**src/rtl/reaction_timer_ctrl.sv**
```systemverilog
// reaction_timer_ctrl
//   Runs one reaction-time trial. When start is accepted it samples the LFSR nibble and
//   turns it into a random wait. After the wait it lights the stimulus LED and measures the
//   player's response in whole milliseconds. A stop during the wait is a false start. No
//   stop before TIMEOUT_MS is a timeout.
//
//   state  | meaning
//   -------+---------------------------------------------------------------
//   IDLE   | after reset, waiting for start
//   WAIT   | random delay is running, LED off, stop means a false start
//   ARMED  | LED on, counting the reaction time in ms
//   RESULT | trial finished, results held until the next start
//
// Ports
//   clk          system clock
//   reset_n      asynchronous active-low reset
//   start        one-cycle start pulse (debounced)
//   stop         one-cycle response pulse (debounced)
//   rnd[3:0]     LFSR nibble, sampled only when start is accepted
//   led          stimulus lamp, high only in ARMED
//   busy         high in WAIT or ARMED
//   done         one-cycle pulse on entry to RESULT
//   time_ms      reaction time of the last trial
//   false_start  last trial ended by stop during WAIT
//   timeout      last trial reached TIMEOUT_MS
//   best_ms      best valid time since reset (only when BEST_TIME_EN is defined)
//
// Build option: define BEST_TIME_EN to add the best_ms port and register.

module reaction_timer_ctrl #(
  parameter int CLKS_PER_MS  = 50000,
  parameter int MIN_DELAY_MS = 1000,
  parameter int STEP_MS      = 250,
  parameter int TIMEOUT_MS   = 9999,
  parameter int TW           = 14
) (
  input  logic          clk,
  input  logic          reset_n,
  input  logic          start,
  input  logic          stop,
  input  logic [3:0]    rnd,
  output logic          led,
  output logic          busy,
  output logic          done,
  output logic [TW-1:0] time_ms,
  output logic          false_start,
  output logic          timeout
`ifdef BEST_TIME_EN
  ,
  output logic [TW-1:0] best_ms
`endif
);

  localparam int PW = $clog2(CLKS_PER_MS);
  localparam logic [PW-1:0] PRESC_LAST   = PW'(CLKS_PER_MS - 1);
  localparam logic [15:0]   TIMEOUT_LAST = 16'(TIMEOUT_MS - 1);
  localparam logic [TW-1:0] TIMEOUT_VAL  = TW'(TIMEOUT_MS);
  localparam logic [15:0]   MIN_D        = 16'(MIN_DELAY_MS);
  localparam logic [15:0]   STEP_D       = 16'(STEP_MS);

  typedef enum logic [1:0] {
    S_IDLE   = 2'd0,
    S_WAIT   = 2'd1,
    S_ARMED  = 2'd2,
    S_RESULT = 2'd3
  } state_t;

  state_t          r_state;
  state_t          w_state_nxt;
  logic [PW-1:0]   r_presc;
  logic [15:0]     r_ms_cnt;
  logic [15:0]     r_delay_ms;
  logic [TW-1:0]   r_time_ms;
  logic            r_false_start;
  logic            r_timeout;
  logic            r_done;

  logic            w_ms_tick;
  logic            w_state_chg;
  logic            w_accept_start;
  logic            w_false_stop;
  logic            w_armed_stop;
  logic            w_timeout_hit;
  logic [15:0]     w_delay_calc;

  assign w_ms_tick    = (r_presc == PRESC_LAST);
  assign w_state_chg  = (w_state_nxt != r_state);
  assign w_delay_calc = MIN_D + ({12'd0, rnd} * STEP_D);

  // Next state. stop has priority over a coincident ms_tick; start has priority over
  // stop in IDLE/RESULT.
  always_comb begin
    w_state_nxt    = r_state;
    w_accept_start = 1'b0;
    w_false_stop   = 1'b0;
    w_armed_stop   = 1'b0;
    w_timeout_hit  = 1'b0;
    case (r_state)
      S_IDLE, S_RESULT: begin
        if (start) begin
          w_state_nxt    = S_WAIT;
          w_accept_start = 1'b1;
        end
      end
      S_WAIT: begin
        if (stop) begin
          w_state_nxt  = S_RESULT;
          w_false_stop = 1'b1;
        end else if (w_ms_tick && (r_ms_cnt == r_delay_ms - 16'd1)) begin
          w_state_nxt = S_ARMED;
        end
      end
      S_ARMED: begin
        if (stop) begin
          w_state_nxt  = S_RESULT;
          w_armed_stop = 1'b1;
        end else if (w_ms_tick && (r_ms_cnt == TIMEOUT_LAST)) begin
          w_state_nxt   = S_RESULT;
          w_timeout_hit = 1'b1;
        end
      end
      default: w_state_nxt = S_IDLE;
    endcase
  end

  always_ff @(posedge clk or negedge reset_n) begin
    if (!reset_n) r_state <= S_IDLE;
    else          r_state <= w_state_nxt;
  end

  // Prescaler and ms counter restart on every state change so each state measures
  // time from its own entry.
  always_ff @(posedge clk or negedge reset_n) begin
    if (!reset_n) begin
      r_presc  <= '0;
      r_ms_cnt <= '0;
    end else if (w_state_chg) begin
      r_presc  <= '0;
      r_ms_cnt <= '0;
    end else if (w_ms_tick) begin
      r_presc  <= '0;
      r_ms_cnt <= r_ms_cnt + 16'd1;
    end else begin
      r_presc  <= r_presc + PW'(1);
    end
  end

  always_ff @(posedge clk or negedge reset_n) begin
    if (!reset_n) begin
      r_delay_ms    <= '0;
      r_time_ms     <= '0;
      r_false_start <= 1'b0;
      r_timeout     <= 1'b0;
      r_done        <= 1'b0;
    end else begin
      r_done <= (w_state_nxt == S_RESULT) && (r_state != S_RESULT);
      if (w_accept_start) begin
        r_delay_ms    <= w_delay_calc;
        r_time_ms     <= '0;
        r_false_start <= 1'b0;
        r_timeout     <= 1'b0;
      end
      if (w_false_stop) begin
        r_false_start <= 1'b1;
        r_time_ms     <= '0;
      end
      // ms_cnt never passes TIMEOUT_MS-1 in ARMED, so it fits in TW bits.
      if (w_armed_stop) r_time_ms <= TW'(r_ms_cnt);
      if (w_timeout_hit) begin
        r_timeout <= 1'b1;
        r_time_ms <= TIMEOUT_VAL;
      end
    end
  end

`ifdef BEST_TIME_EN
  logic [TW-1:0] r_best_ms;

  // Only stop-ended ARMED exits count; false starts and timeouts leave it alone.
  always_ff @(posedge clk or negedge reset_n) begin
    if (!reset_n)
      r_best_ms <= '1;
    else if (w_armed_stop && (TW'(r_ms_cnt) < r_best_ms))
      r_best_ms <= TW'(r_ms_cnt);
  end

  assign best_ms = r_best_ms;
`else
  // No best-time tracking in this build.
`endif

  // led/busy decode straight from the state so reset drops them without a clock.
  assign led         = (r_state == S_ARMED);
  assign busy        = (r_state == S_WAIT) || (r_state == S_ARMED);
  assign done        = r_done;
  assign time_ms     = r_time_ms;
  assign false_start = r_false_start;
  assign timeout     = r_timeout;

endmodule

```
**config.mk**
```make
export PLATFORM = sky130hd
export DESIGN_NAME = reaction_timer_ctrl
export DESIGN_NICKNAME = d
export VERILOG_FILES = /design/src/rtl/reaction_timer_ctrl.sv
export SDC_FILE = /design/constraint.sdc
export NUM_CORES = 1
export LEC_CHECK = 0
export ABC_AREA = 1
export CORE_ASPECT_RATIO = 0.8
export CORE_MARGIN = 2
export CORE_UTILIZATION = 48
export DETAILED_ROUTE_END_ITERATION = 8
export PLACE_DENSITY = 0.67
export SETUP_SLACK_MARGIN = 0.02
export SLEW_MARGIN = 25
export SYNTH_ARGS = -nofsm -noshare
export SYNTH_HDL_FRONTEND = slang
export SYNTH_SLANG_ARGS = --single-unit
```
**constraint.sdc**
```tcl
create_clock -name clk -period 2.8 [get_ports clk]
set_input_delay 0.56 -clock clk [delete_from_list [all_inputs] [get_ports clk]]
set_output_delay 0.56 -clock clk [all_outputs]
set_load 0.01 [all_outputs]
```
Yosys cells after proc, flatten, opt, wreduce, memory -nomap -nowiden --
Cells that the tools add are included.
Cells by class: add/sub/neg operators 4, multiply operators 1, div/mod/pow operators 0, $lt $le $gt $ge 0, eq/ne operators 9, shift-type cells 0, multiplexer cells 25, bitwise logic cells 0, reductions and logical operators 10
Operators by type and width (count):
- two-way mux 16 bit | 4
- two-way mux 14 bit | 4
- adder 16 x 1 -> 16 bit, second input constant | 2
- equality test 16 x 14 -> 1 bit, second input constant | 1
- equality test 16 bit | 1
- equality test 16 bit, second input constant | 1
- subtractor 16 x 1 -> 16 bit, second input constant | 1
- adder 10 x 12 -> 13 bit, first input constant | 1
- multiplier 4 x 7 -> 11 bit, second input constant | 1
- two-way mux 1 bit | 11
- two-way mux 2 bit | 5
- equality test 2 bit, second input constant | 3
- one-hot mux 2 bit (3 select lines) | 1
- nonzero test 2 bit | 3
- nonzero test 4 bit | 1
- logical AND 1 bit | 3
- equality test 2 x 1 -> 1 bit, second input constant | 1
- logical NOT 2 bit | 1
- != test 2 bit | 1
- != test 2 bit, second input constant | 1
- OR reduction 2 bit | 1
- logical OR 1 bit | 1
Word-level totals: bits in registers 67, bits in latches 0, RAM bits 0, ROM bits 0, word-level logic and storage cells 57, memories 0

Depth between registers and ports, before layout --
depth in word-level cells 8, mapped depth 21, depth with buffers taken out 20

Worst setup path after synthesis --
OpenSTA, ideal clock, no wires.
path kind input -> register, start point input port rnd[1], end point register r_delay_ms[11], setup time 82 ps, data arrival time 3208 ps, required time 2718 ps, path slack -490 ps, stages on the path 16, path buffers 0, cell sequence fa_1 -> inv_1 -> fa_1 -> inv_1 -> ha_1 -> a21oi_1 -> nand2_1 -> xnor2_1 -> nand2_1 -> nor2_1 -> inv_1 -> nor2_1 -> nand2_1 -> inv_1 -> o21ai_0 -> a31oi_1
On the way: longest elaborated chain between the ends 2
Ends and longest elaborated chain:
- start: declaration | line 41 | input logic [3:0] rnd,
- multiplier 4 x 7 -> 11 bit | line 88 | assign w_delay_calc = MIN_D + ({12'd0, rnd} * STEP_D);
- adder 10 x 12 -> 13 bit | line 88
- end signal: assignment | line 158 | r_delay_ms <= w_delay_calc;
- end: declaration | line 72 | logic [15:0] r_delay_ms;
No other way between the ends. A chain may end at the register's enable or synchronous reset.

Worst setup path in the final report --
start point input port rnd[2], end point register r_delay_ms[10]
The elaborated chain is that of the path after synthesis.

==> Implementation_results.wiki <==
{| class="wikitable"
! Metric !! Value
|-
| Area of the core || ~8600 um2
|-
| Hold-fix buffers at CTS || 0
|-
| Startpoint Class || input pin
|-
| Violations in the final reports || negative setup slack
|-
| Total track usage || between 20% and 30%
|-
| Sum of overflow across all layers after global routing || 0
|-
| Number of remaining DRC errors || 0
|-
| CP Data Arrival Time || 3.19 ns
|-
| Synth unique cells || 34
|-
| Fraction of final layout cells sized beyond drive strength 1 || around a fifth
|-
| Part of the Yosys area used for sequential elements || 36.5%
|-
| Dominant cells by area after synthesis || sky130_fd_sc_hd__dfrtp_1 (36%), sky130_fd_sc_hd__nand2_1 (10%), sky130_fd_sc_hd__inv_1 (7.7%)
|-
| Standby leakage power || ~0.0024 uW
|-
| Final HPWL from detailed placement || 7.20 mm
|-
| Met3 Use GR || under 10%
|-
| Maximum VDD drop || roughly 400 uV
|-
| First-pass iteration count of the detailed router || 4
|-
| Worst setup path endpoint || r_delay_ms[10]$_DFFE_PN0P_
|-
| Count of fill cells added during filler insertion || ~810
|-
| Layout-stage area growth over the synthesis result || 19.9%
|-
| CTS tree || yes
|-
| H-tree levels || 3
|-
| Detailed router's first-iteration violation count || approximately 250
|-
| Cell count after synthesis || 561
|-
| Multi-input logic area || about 2400 um2
|-
| Vias in the first global route || between 3k and 4k
|-
| Seq cells post-synth || 63
|-
| Flip-flop and latch area || ~1600 um2
|-
| Layout Nets || 662
|-
| Cell count of the worst reg-to-reg path || 22
|-
| Cells along the critical path || buf_8 > fa_2 > inv_2 > fa_1 > inv_2 > ha_4 > a21oi_2 > nand2_2 > a21oi_2 > o21ai_2 > xor2_1 > inv_1 > nor2_2 > nand3_2 > nand2_1 > nand3_1 > o21ai_1
|-
| Outcome || finished with violations
|-
| First-pass GRT wire length || approximately 16 mm
|-
| GRT busiest layer || met2
|-
| Setup TNS || -0.398 ns
|-
| Max frequency || approximately 340 MHz
|-
| Transition time at the pin with the least slew margin || roughly 0.64 ns
|-
| Number of clock sinks seen by CTS || 63
|-
| Hold Path Class || input pin to asynchronous set/reset pin
|-
| Count of final setup violators || 4
|-
| Count of final max-slew check failures || 0
|-
| Pin count of the biggest net entering global routing || 28
|-
| Initial standard-cell utilization of the core || around 50%
|-
| Routed vias/inst || just under 5
|-
| Clock edge transition at the registers on the reported setup and hold paths || 0.07 ns
|-
| Die width || 110 um
|-
| Post-Route WL || a little over 9 mm
|-
| Max-cap check violation count || 0
|-
| Antenna violations before repair || 0
|-
| Number of buffer and inverter stages on the critical path || 4
|-
| Number of flops mapped to enable cells by yosys || 0
|-
| Critical path origin || rnd[2]
|-
| Power density normalized to cell area || ~770 nW/um2
|-
| Clk buf depth || 2
|-
| Netlist Area Pre-Place || ~4300 um2
|-
| Maximum fanout encountered on the critical timing path || 4
|-
| Slowest CP cell || sky130_fd_sc_hd__fa_2
|-
| Total of warnings raised by yosys || 0
|-
| Number of logic stages on the critical path including buffering || 17
|-
| Synthesized netlist net count || ~600
|-
| Share of the clock period used by the worst path after layout || 105%
|-
| Element type at the critical path end || register
|-
| Syn Area/Cell || just under 8 um2
|-
| Std-Cell Rows || 30
|-
| Endpoints failing hold || 0
|-
| Ant diodes || 0
|-
| Worst Skew || between 0.01 and 0.015 ns
|-
| Worst-Skew Late Latency || 0.33 ns
|-
| Die Height || just under 90 um
|-
| Setup repair after global routing missed its margin || yes
|-
| Max-slew headroom || approximately 57%
|-
| Path type of the worst setup path || input pin to register
|-
| Met2 GRT Util || a little under two fifths
|-
| Io pins || 27
|-
| Top cell type's share of synthesized area || a little over a third
|-
| Largest stage delay on the critical path || 0.58 ns
|-
| Root buffer cell || sky130_fd_sc_hd__clkbuf_8
|-
| Cell Area, Placed || about 4900 um2
|-
| Primary FF master, synth || sky130_fd_sc_hd__dfrtp_1
|-
| Final estimated routing congestion in global placement || slightly above 0.9
|-
| Worst Slack Setup Final || -0.130 ns
|-
| Post-route ant nets || 0
|-
| Required time worst endpoint || about 3.1 ns
|-
| Number of vias in the routed layout || around 3.7k
|-
| Routed len/inst || ~13 um
|-
| Period minus WS final || just under 3 ns
|-
| Kind of cell with the highest combined delay on the critical path || adder cells
|-
| Worst flop-to-flop path startpoint || r_delay_ms[1]$_DFFE_PN0P_
|-
| Floorplan die area || 9780 um2
|-
| Async set or reset register ratio after synthesis || 100%
|-
| Port Buf Inserts || 26
|-
| Met1 Track Usage GR || 27.6%
|-
| Endpoint of the worst-slack reg-to-reg timing path || r_ms_cnt[6]$_DFFE_PN0P_
|-
| Num CTS Buffers || 9
|-
| Final instance area || between 5000 and 6000 um2
|-
| Slack of the worst reg-to-reg path || approximately 0.32 ns
|-
| Library cell with the largest summed area after synthesis || sky130_fd_sc_hd__dfrtp_1
|}
==> cell usage after synthesis, drive strengths merged (4+ instances only) <==
cell type / count
nand3: 30
inv: 98
xor2: 29
a31oi: 4
xnor2: 9
buf: 5
fa: 7
o221ai: 8
o22ai: 4
dfrtp: 63
ha: 22
nor3: 12
o21ai: 25
nor2: 82
nand4: 13
a21oi: 7
nand2: 124
clkbuf: 5
==> cells by family (layout without fill, tap and decap cells) <==
| logic type | Yosys count | in the layout | synth area share (%) |
|---|---|---|---|
| AND/OR/NAND/NOR | 271 | 271 | 28.7 |
| buffers and inverters | 108 | 175 | 10.2 |
| flip-flops | 63 | 63 | 36.5 |
| AO/OA/AOI/OAI | 52 | 52 | 7.24 |
| XOR/XNOR | 38 | 38 | 7.70 |
| adder cells (fa/ha/maj) | 29 | 29 | 9.61 |
==> placed cells by master, fill, tap and decap left out, types with 3 or more instances in the layout <==
cell type and instances:
sky130_fd_sc_hd__a21oi_1 3, sky130_fd_sc_hd__a21oi_2 4, sky130_fd_sc_hd__a31oi_1 4, sky130_fd_sc_hd__buf_4 35, sky130_fd_sc_hd__clkbuf_8 9, sky130_fd_sc_hd__clkdlybuf4s50_1 22, sky130_fd_sc_hd__dfrtp_1 63, sky130_fd_sc_hd__fa_1 6
sky130_fd_sc_hd__ha_1 20, sky130_fd_sc_hd__inv_1 87, sky130_fd_sc_hd__inv_2 11, sky130_fd_sc_hd__nand2_1 117, sky130_fd_sc_hd__nand2_2 6, sky130_fd_sc_hd__nand3_1 27, sky130_fd_sc_hd__nand3_2 3, sky130_fd_sc_hd__nand3b_1 3
sky130_fd_sc_hd__nand4_1 13, sky130_fd_sc_hd__nor2_1 46, sky130_fd_sc_hd__nor2_2 35, sky130_fd_sc_hd__nor3_1 12, sky130_fd_sc_hd__nor4_1 3, sky130_fd_sc_hd__o21ai_0 18, sky130_fd_sc_hd__o21ai_1 5, sky130_fd_sc_hd__o221ai_1 8
sky130_fd_sc_hd__o22ai_1 4, sky130_fd_sc_hd__xnor2_1 8, sky130_fd_sc_hd__xor2_1 29
==> power by group <==
part           total (uW)  switching [uW]  internal (uW)
sequential           1160             127           1040
combinational        2150            1240            910
clock                 652             344            308
==> sequential cells by signal (all words and copies together) (netlist names) <==
name / count
timeout: 1
r_delay_ms: 12
done: 1
r_ms_cnt: 16
false_start: 1
time_ms: 14
r_presc: 16
r_state: 2
==> per-layer routing <==
metal / vias to the layer above / share of wire [%]
met5: - / 0
met4: 0 / 0.94
met3: 9 / 3.6
met2: 56 / 48
met1: 1702 / 47
li1: 1900 / -
==> cell type report <==
cell class	count	share of cell area (%)
multi-input combinational	390	46.0
clock inverter	4	0.483
inverter	98	7.10
sequential	63	30.4
tap	112	2.71
clock buffer	10	2.46
timing repair buffer	63	10.8
==> worst reg2reg max path, stage by stage (launching register included) <==
cell                      delay (ns)
sky130_fd_sc_hd__dfrtp_1        0.39
sky130_fd_sc_hd__inv_2          0.06
sky130_fd_sc_hd__ha_1           0.21
sky130_fd_sc_hd__buf_4          0.14
sky130_fd_sc_hd__inv_1          0.04
sky130_fd_sc_hd__nand2_1        0.05
sky130_fd_sc_hd__nand2_1        0.08
sky130_fd_sc_hd__nand2_1        0.06
sky130_fd_sc_hd__nand2_1        0.06
sky130_fd_sc_hd__nand2_1        0.06
sky130_fd_sc_hd__nor2_1         0.11
sky130_fd_sc_hd__nand2_1        0.07
sky130_fd_sc_hd__nor2_1         0.09
sky130_fd_sc_hd__nand3_1        0.13
sky130_fd_sc_hd__nand2_1        0.09
sky130_fd_sc_hd__nand2_1        0.06
sky130_fd_sc_hd__nand2_2        0.07
sky130_fd_sc_hd__nand2_2        0.07
sky130_fd_sc_hd__nand2_1        0.07
sky130_fd_sc_hd__nand2_1        0.08
sky130_fd_sc_hd__nand2_4        0.14
sky130_fd_sc_hd__buf_12         0.18
sky130_fd_sc_hd__nor2_1         0.05
==> metrics by stage <==
stage	total power, uW	worst slack (ns)	instances	hold WS [ns]	utilization, %
6_report	3960	-0.130	740	0.240	60.2
4_1_cts	3840	-0.167	734	0.270	59.3
3_5_place_dp	3170	-0.941	719	0.472	57.3
5_1_grt	4320	-0.303	740	0.289	60.2
3_3_place_gp	3120	-0.890	719	0.455	57.3
2_1_floorplan	2630	-0.319	561	0.264	-
==> worst min path at each step <==
stage | startpoint | end | slack (ns) | cells after the start
2_1_floorplan | reset_n | done$_DFF_PN0_ | 0.26 | 0
3_5_place_dp | timeout$_DFFE_PN0P_ | timeout$_DFFE_PN0P_ | 0.47 | 2
6_report | reset_n | r_presc[14]$_DFF_PN0_ | 0.24 | 1
5_1_grt | reset_n | r_presc[14]$_DFF_PN0_ | 0.29 | 1
4_1_cts | reset_n | r_presc[14]$_DFF_PN0_ | 0.27 | 1
3_3_place_gp | false_start$_DFFE_PN0P_ | false_start$_DFFE_PN0P_ | 0.46 | 2
==> repair_timing <==
item	CTS	global route
buffers inserted	2	6
resized for setup	22	6
pin swaps	21	15
setup endpoints to repair	7	10
Note: power is estimated with default switching activity, not from simulation.
